[src/rtl/vga_frame_scanner.sv]
// VGA frame scanner: pixel-rate H/V counters, VRAM address issue, a sync/blank delay
// line matched to the VRAM read latency, and 1-bit to 24-bit colour expansion.
module vga_frame_scanner #(
    parameter int          H_ACTIVE   = 640,
    parameter int          H_FP       = 16,
    parameter int          H_SYNC     = 96,
    parameter int          H_BP       = 48,
    parameter int          V_ACTIVE   = 480,
    parameter int          V_FP       = 10,
    parameter int          V_SYNC     = 2,
    parameter int          V_BP       = 33,
    parameter int          RD_LATENCY = 2,
    parameter logic [23:0] FG_COLOR   = 24'hFFFFFF,
    parameter logic [23:0] BG_COLOR   = 24'h000000
) (
    input  logic        Clk,
    input  logic        Rst_n,
    output logic [10:0] Fila,
    output logic [10:0] Columna,
    output logic        Rd_en,
    input  logic        Pixel,
    output logic [7:0]  VGA_PixelR,
    output logic [7:0]  VGA_PixelG,
    output logic [7:0]  VGA_PixelB,
    output logic        VGA_Clk,
    output logic        VGA_sync,
    output logic        VGA_blank,
    output logic        Hsync,
    output logic        Vsync,
    output logic        Frame_start
);
    localparam int          DL       = RD_LATENCY;
    localparam logic [10:0] H_ACT_C  = 11'(H_ACTIVE);
    localparam logic [10:0] H_SB_C   = 11'(H_ACTIVE + H_FP);
    localparam logic [10:0] H_SE_C   = 11'(H_ACTIVE + H_FP + H_SYNC - 1);
    localparam logic [10:0] H_LAST_C = 11'(H_ACTIVE + H_FP + H_SYNC + H_BP - 1);
    localparam logic [10:0] V_ACT_C  = 11'(V_ACTIVE);
    localparam logic [10:0] V_SB_C   = 11'(V_ACTIVE + V_FP);
    localparam logic [10:0] V_SE_C   = 11'(V_ACTIVE + V_FP + V_SYNC - 1);
    localparam logic [10:0] V_LAST_C = 11'(V_ACTIVE + V_FP + V_SYNC + V_BP - 1);

    // Blanked pixels are forced to black regardless of the framebuffer bit.
    function automatic logic [23:0] expand_color(input logic active, input logic bit_i);
        logic [23:0] rgb;
        rgb = '0;
        if (active) begin
            rgb = bit_i ? FG_COLOR : BG_COLOR;
        end
        return rgb;
    endfunction

    logic          pixen_q, pixen_d;
    logic [10:0]   h_q, h_d;
    logic [10:0]   v_q, v_d;
    logic          raw_act, raw_hs, raw_vs, raw_first;
    logic [DL-1:0] dl_act_q, dl_act_d;
    logic [DL-1:0] dl_hs_q, dl_hs_d;
    logic [DL-1:0] dl_vs_q, dl_vs_d;
    logic [DL-1:0] dl_first_q, dl_first_d;
    logic          tail_act, tail_hs, tail_vs, tail_first;
    logic [23:0]   rgb_q, rgb_d;
    logic          hsync_q, hsync_d;
    logic          vsync_q, vsync_d;
    logic          blank_q, blank_d;
    logic          fs_q, fs_d;
    logic          vclk_q, vclk_d;

    // ---- Address stage: pixel enable and raster counters ----
    always_comb begin
        pixen_d = ~pixen_q;
        h_d     = h_q;
        v_d     = v_q;
        if (pixen_q) begin
            if (h_q == H_LAST_C) begin
                h_d = '0;
                v_d = (v_q == V_LAST_C) ? 11'd0 : v_q + 11'd1;
            end else begin
                h_d = h_q + 11'd1;
            end
        end
    end

    always_ff @(posedge Clk or negedge Rst_n) begin
        if (!Rst_n) begin
            pixen_q <= 1'b0;
            h_q     <= '0;
            v_q     <= '0;
        end else begin
            pixen_q <= pixen_d;
            h_q     <= h_d;
            v_q     <= v_d;
        end
    end

    assign raw_act   = (h_q < H_ACT_C) && (v_q < V_ACT_C);
    assign raw_hs    = ~((h_q >= H_SB_C) && (h_q <= H_SE_C));
    assign raw_vs    = ~((v_q >= V_SB_C) && (v_q <= V_SE_C));
    assign raw_first = (h_q == 11'd0) && (v_q == 11'd0);

    assign Fila    = v_q;
    assign Columna = h_q;
    assign Rd_en   = raw_act;

    // ---- Delay line: timing flags wait out the VRAM read latency ----
    always_comb begin
        dl_act_d   = dl_act_q;
        dl_hs_d    = dl_hs_q;
        dl_vs_d    = dl_vs_q;
        dl_first_d = dl_first_q;
        if (pixen_q) begin
            dl_act_d   = DL'({dl_act_q, raw_act});
            dl_hs_d    = DL'({dl_hs_q, raw_hs});
            dl_vs_d    = DL'({dl_vs_q, raw_vs});
            dl_first_d = DL'({dl_first_q, raw_first});
        end
    end

    always_ff @(posedge Clk or negedge Rst_n) begin
        if (!Rst_n) begin
            dl_act_q   <= '0;
            dl_hs_q    <= '1;
            dl_vs_q    <= '1;
            dl_first_q <= '0;
        end else begin
            dl_act_q   <= dl_act_d;
            dl_hs_q    <= dl_hs_d;
            dl_vs_q    <= dl_vs_d;
            dl_first_q <= dl_first_d;
        end
    end

    assign tail_act   = dl_act_q[DL-1];
    assign tail_hs    = dl_hs_q[DL-1];
    assign tail_vs    = dl_vs_q[DL-1];
    assign tail_first = dl_first_q[DL-1];

    // ---- Output stage: colour, sync and blank registered together ----
    always_comb begin
        rgb_d   = rgb_q;
        hsync_d = hsync_q;
        vsync_d = vsync_q;
        blank_d = blank_q;
        fs_d    = 1'b0;
        vclk_d  = ~pixen_q;
        if (pixen_q) begin
            rgb_d   = expand_color(tail_act, Pixel);
            hsync_d = tail_hs;
            vsync_d = tail_vs;
            blank_d = tail_act;
            fs_d    = tail_first;
        end
    end

    always_ff @(posedge Clk or negedge Rst_n) begin
        if (!Rst_n) begin
            rgb_q   <= '0;
            hsync_q <= 1'b1;
            vsync_q <= 1'b1;
            blank_q <= 1'b0;
            fs_q    <= 1'b0;
            vclk_q  <= 1'b0;
        end else begin
            rgb_q   <= rgb_d;
            hsync_q <= hsync_d;
            vsync_q <= vsync_d;
            blank_q <= blank_d;
            fs_q    <= fs_d;
            vclk_q  <= vclk_d;
        end
    end

    assign VGA_PixelR  = rgb_q[23:16];
    assign VGA_PixelG  = rgb_q[15:8];
    assign VGA_PixelB  = rgb_q[7:0];
    assign Hsync       = hsync_q;
    assign Vsync       = vsync_q;
    assign VGA_blank   = blank_q;
    assign Frame_start = fs_q;
    assign VGA_Clk     = vclk_q;
    assign VGA_sync    = 1'b0;

endmodule

[config.mk]
export PLATFORM = sky130hd
export DESIGN_NAME = vga_frame_scanner
export DESIGN_NICKNAME = d
export VERILOG_FILES = /design/src/rtl/vga_frame_scanner.sv
export SDC_FILE = /design/constraint.sdc
export NUM_CORES = 1
export LEC_CHECK = 0
export BUFFER_PORTS_ARGS = -buffer_cell sky130_fd_sc_hd__buf_4
export CAP_MARGIN = 10
export CORE_MARGIN = 2
export CORE_UTILIZATION = 51
export DETAILED_ROUTE_END_ITERATION = 8
export HOLD_SLACK_MARGIN = 0.02
export PLACE_DENSITY = 0.79
export SYNTH_ARGS = -nofsm -noshare
export SYNTH_HDL_FRONTEND = slang
export SYNTH_SLANG_ARGS = --single-unit
[constraint.sdc]
create_clock -name Clk -period 2.1 [get_ports Clk]
set_input_delay 0.105 -clock Clk [delete_from_list [all_inputs] [get_ports Clk]]
set_output_delay 0.105 -clock Clk [all_outputs]
set_load 0.1 [all_outputs]
==> results of run 1 <==
## worst max path at each step
stage	startpoint	end	slack [ns]	cells after the start
after CTS	Columna[8]	Rd_en	0.30	4
after floorplan	Columna[8]	dl_act_q[0]	-0.23	4
after global routing	Fila[1]	Fila[3]	0.16	6
after detailed placement	Fila[1]	Fila[5]	0.37	6
after global placement	Fila[1]	Fila[7]	0.43	6
final	Columna[8]	Rd_en	0.32	4
## through the flow
step / worst slack [ns] / power [mW] / instances / hold WS, ns / TNS [ns]
4_1_cts: 0.299 / 1.42 / 273 / 0.0619 / 0
3_5_place_dp: 0.371 / 0.955 / 264 / 0.0864 / 0
5_1_grt: 0.163 / 1.47 / 273 / 0.0840 / 0
3_3_place_gp: 0.431 / 0.954 / 264 / 0.0856 / 0
6_report: 0.316 / 1.41 / 273 / 0.0647 / 0
2_1_floorplan: -0.227 / 0.936 / 191 / -0.191 / -0.227
## kinds of logic after synthesis
| family | count (synthesis) | synth area share (%) |
|---|---|---|
| AND/OR/NAND/NOR | 73 | 21.3 |
| flip-flops | 36 | 46.6 |
| buffers and inverters | 36 | 12.1 |
| AO/OA/AOI/OAI | 21 | 7.06 |
| XOR/XNOR | 11 | 4.95 |
| multiplexers | 9 | 5.20 |
| adder cells (fa/ha/maj) | 4 | 2.57 |
| other | 1 | 0.192 |
## sequential cells by signal, summed over array words and instances, names as in the netlist
name / flops
dl_hs_q: 2
dl_vs_q: 2
Hsync: 1
VGA_blank: 1
dl_first_q: 2
Fila: 11
rgb_q: 1
dl_act_q: 2
Columna: 11
VGA_Clk: 1
Vsync: 1
Frame_start: 1
## cell usage after synthesis (3+ instances only)
library cell	count	area, um2
nand4_1	8	50.1
buf_4	24	180
nor2b_1	5	31.3
inv_1	6	22.5
xnor2_1	5	43.8
o21ai_0	10	50.1
nor3_1	4	20.0
mux2_2	9	101
dfstp_2	6	158
nor4_1	3	18.8
xor2_1	6	52.6
and3_1	9	56.3
nand3_1	9	45.0
ha_1	4	50.1
nor2_1	12	45.0
dfrtp_1	30	751
a22o_1	6	52.6
nand2_1	12	45.0
## routing by layer
metal | vias to the layer above | GRT usage [%] | share of wire [%]
li1 | 715 | - | -
met1 | 713 | 29.7 | 46
met2 | 47 | 28.7 | 46
met3 | 8 | 5.79 | 5.8
met4 | 0 | 7.55 | 1.6
met5 | - | 0 | 0
## power groups by stage
stage,sequential (mW),combinational (mW),clock [mW]
global route,0.701,0.248,0.518
detailed placement,0.713,0.241,0
finish,0.700,0.241,0.472
CTS,0.700,0.243,0.479
global placement,0.713,0.241,0
floorplan,0.720,0.216,0
## cell type report
type                       count  area share, %
clock buffer                   7           3.25
tap                           48           2.55
clock inverter                 1          0.213
timing repair buffer          56           18.0
inverter                       6          0.958
sequential                    36           40.0
multi-input combinational    119           35.0
## worst max-delay path: stages, from the launching register on
cell	delay, ns
dfrtp_4	0.52
o21ai_1	0.14
nand2_1	0.10
nor4_4	0.28
buf_4	0.35
==> results.cfg, run 1 <==
[run_status]
status = completed

[placed_design]
placed_area_um2 = 2260
numPortBuffers = 54
place_congestion = 0.848
hpwl_mm = 2.80

[power_and_ir_drop]
switching_share_pct = 32.1
power.density_nw_per_um2 = 601
ir_drop_mv = 0.374
switchingPower_mw = 0.453
p_int_mw = 0.960
clock_power_share_pct = 33.4
comb_power_share_pct = 17.1
p_leak_nw = 1.08
power_frac_seq_pct = 49.6

[finish]
layout_common_cells = 55 x buf_4, 14 x dfrtp_1, 12 x nand2_1, 12 x nor2_1, 11 x dfrtp_2
seq_area_um2 = 941
area_delta_synth_final_pct = 20.7
final_common_cell = buf_4
drive_gt1_share_pct = 42.2
n_fill_cell = 303
design_area_um2 = 2350
nNetsFinal = 231
diodes = 0
multi_input_area_um2 = 823
finish.utilization_pct = 64.2

[setup_path]
cp.required_ns = 2.00
reg2reg_to = Fila[5]
r2r-start = Fila[0]
end_kind = output pin
r2r_slack_ns = 0.33
ff2ff_path_depth = 6
cp_max_fo = 8
startpoint_type = flop
crit_type = flop to output pin
cp.arrival_ns = 1.68

[yosys]
async_flop_share_pct = 100
seq_area_frac_synth_pct = 46.6
synth_warnings = 0
synth_area_um2 = 1950
synthFlopType = dfrtp_1
synth_edf_count = 0
ys_types = 35
synth.avg_cell_area_um2 = 10.2
synth_cells = 191
syn_nets = 198
synth_seq_cells = 36

[die]
start_util_pct = 53.2
ios = 56
fp.dieH_um = 65.8
coreArea_um2 = 3660
dieArea_um2 = 4330
die_x_um = 65.8
rows = 22

[cts]
htreeDepth = 2
numCtsBuffers = 5
cts_tree = done
ctsHoldBuffers = 1
ctsResizeCount = 0
postCtsSetupRepairBufs = 0
cts_sinks = 36
clock_latency_ns = 0.30
clk_pin_slew_ns = 0.06
clock_path_buffers = 2
cts-root-buf = clkbuf_8

[sta]
fin_crit_ns = 1.78
skew_ns = 0.00985
rsz0062_at_grt = false
slew_headroom_pct = 57.0
hold_viol_final = 0
final_max_slew_viol_count = 0
max_freq_mhz = 561
period_share_pct = 84.9
worst_pin_slew_ns = 0.645
setup_violations = 0

[hold_path]
min_to = rgb_q[22]
hp-class = input pin to flop
min_from = Pixel
whs_path_depth = 3

[route]
drt_iter0_drc = 106
drtAntennaViolNets = 0
first_pass_iters = 4
drt_wl_total_mm = 4.02
viasPerCell = 5.43
vias = 1483
wl_per_cell_um = 14.7
drcViolationCount = 0

[global_route]
antenna_found_initial = 0
grt_max_degree = 37
grt_pass1_vias = 1262
grt_pass1_wl_mm = 6.60
grt_remaining_overflow = 0
grt_usage_pct = 20.4

[flow_run]
cap_violations = 0
No activity file was read; power rests on OpenSTA's default activity.
==> run 2: changes to the inputs <==
Settings changed: CORE_UTILIZATION 51 to 46, PLACE_DENSITY 0.79 to 0.75.
Clock period 2.1 ns to 1.5 ns, I/O delays scaled along.
==> results.cfg, run 2 (synthesized netlist as in run 1, its figures left out) <==
[placed_design]
dp_slack_ns = -0.199
dp.cells = 298
numPortBuffers = 54
place_congestion = 0.846
hpwl_mm = 3.14

[finish]
n_fill_cell = 305
finalNonFillerCells = 321
diodes = 0
layout_common_cells = 89 x buf_4, 12 x dfrtp_4, 12 x dfrtp_2
nNetsFinal = 277
drive_gt1_share_pct = 64.9
area_delta_synth_final_pct = 50.4
final_common_cell = buf_4

[power_and_ir_drop]
ir_drop_mv = 0.405
switching_share_pct = 30.7
p_int_mw = 1.44
power.density_nw_per_um2 = 708
switchingPower_mw = 0.637
clock_power_share_pct = 36.5
p_total_mw = 2.07
comb_power_share_pct = 16.3
power_frac_seq_pct = 47.2
p_leak_nw = 1.34

[setup_path]
ff2ff_path_depth = 11
cp_max_fo = 2
end_kind = output pin
r2r-start = Fila[5]
startpoint_type = flop
r2r_slack_ns = -0.25
cp.arrival_ns = 1.70
reg2reg_to = dl_vs_q[0]
crit_type = flop to output pin
cp.required_ns = 1.42

[cts]
numCtsBuffers = 5
cts-root-buf = clkbuf_8
cts_tree = done
clock_latency_ns = 0.29
htreeDepth = 2
clock_path_buffers = 2
cts_sinks = 36
clk_pin_slew_ns = 0.07

[hold_path]
whs_path_depth = 3
min_to = rgb_q[22]
min_from = Pixel
hp-class = input pin to flop

[flow_run]
cap_violations = 0

[sta]
max_freq_mhz = 562
final_max_slew_viol_count = 0
rsz0062_at_grt = true
hold_viol_final = 0
setup_violations = 14
skew_ns = 0.00572
setup_ws_ns = -0.280
hold_ws_ns = 0.0357
fin_crit_ns = 1.78
period_share_pct = 119

[route]
drt_wl_total_mm = 4.88
vias = 1705
drt_iter0_drc = 140
drtAntennaViolNets = 0
drcViolationCount = 0
viasPerCell = 5.31
wl_per_cell_um = 15.2
first_pass_iters = 4

[die]
dieArea_um2 = 4770
fp.dieH_um = 69.1
rows = 23
coreArea_um2 = 4030
ios = 56
start_util_pct = 48.4
die_x_um = 69.1

[run_status]
violations = setup timing
status = complete, but fails checks

[global_route]
grt_pass1_vias = 1632
antenna_found_initial = 0
grt_pass1_wl_mm = 8.03
grt_usage_pct = 21.5
grt_max_degree = 37
grt_remaining_overflow = 0
-- run 2: cell count changes in the layout (fill, tap and decap cells not counted), sizes merged --
cell and delta:
clkbuf +1, buf +45, clkinv -1, and3 +1
-- run 2: power groups by stage --
stage	logic [mW]	registers [mW]	clock network, mW
finish	0.338	0.980	0.756
floorplan	0.302	1.01	0
global placement	0.337	0.999	0
detailed placement	0.338	0.999	0
CTS	0.340	0.980	0.772
global route	0.345	0.981	0.828
-- run 2: metrics by stage --
step	utilization [%]	cell area [um2]	setup TNS, ns
4_1_cts	71.1	2860	-1.07
2_1_floorplan	-	2090	-4.71
5_1_grt	72.7	2930	-2.49
3_5_place_dp	64.1	2580	-1.33
3_3_place_gp	64.1	2580	-1.09
6_report	72.7	2930	-1.67
-- run 2: how the worst max path moves through the flow --
stage	slack (ns)	to	cells past startpoint	from
after floorplan	-0.83	dl_act_q[0]	4	Columna[8]
after global placement	-0.15	Fila[4]	6	Fila[0]
after detailed placement	-0.20	Fila[7]	6	Fila[1]
after CTS	-0.33	Rd_en	5	Fila[6]
after global routing	-0.33	Rd_en	5	Fila[5]
final	-0.28	Rd_en	5	Fila[5]
-- run 2: final cells by class --
class | instances | area, um2 | share of cell area (%)
clock buffer | 8 | 100 | 3.42
sequential | 36 | 968 | 33.1
inverter | 6 | 22.5 | 0.769
tap | 50 | 62.6 | 2.14
multi-input combinational | 120 | 973 | 33.2
timing repair buffer | 101 | 802 | 27.4
-- run 2: critical path, stage by stage, from the launching register on --
cell and delay, ns:
dfrtp_4 0.49, buf_6 0.12, nand4_1 0.13, nand2_2 0.08
nor4_4 0.31, buf_6 0.28
-- run 2: layer usage --
| layer | GRT usage (%) | wire [um] |
|---|---|---|
| met1 | 27.5 | 2030 |
| met4 | 9.37 | 57 |
| met5 | 0 | 0 |
| met3 | 5.70 | 344 |
| met2 | 34.4 | 2450 |
-- run 2: timing repair --
action	CTS	global route
resized for setup	23	12
pin swaps	13	11
endpoints found under the hold margin	30	0
hold buffers	1	0
buffers inserted	10	3
cloned	1	0
endpoints found under the setup margin	12	20
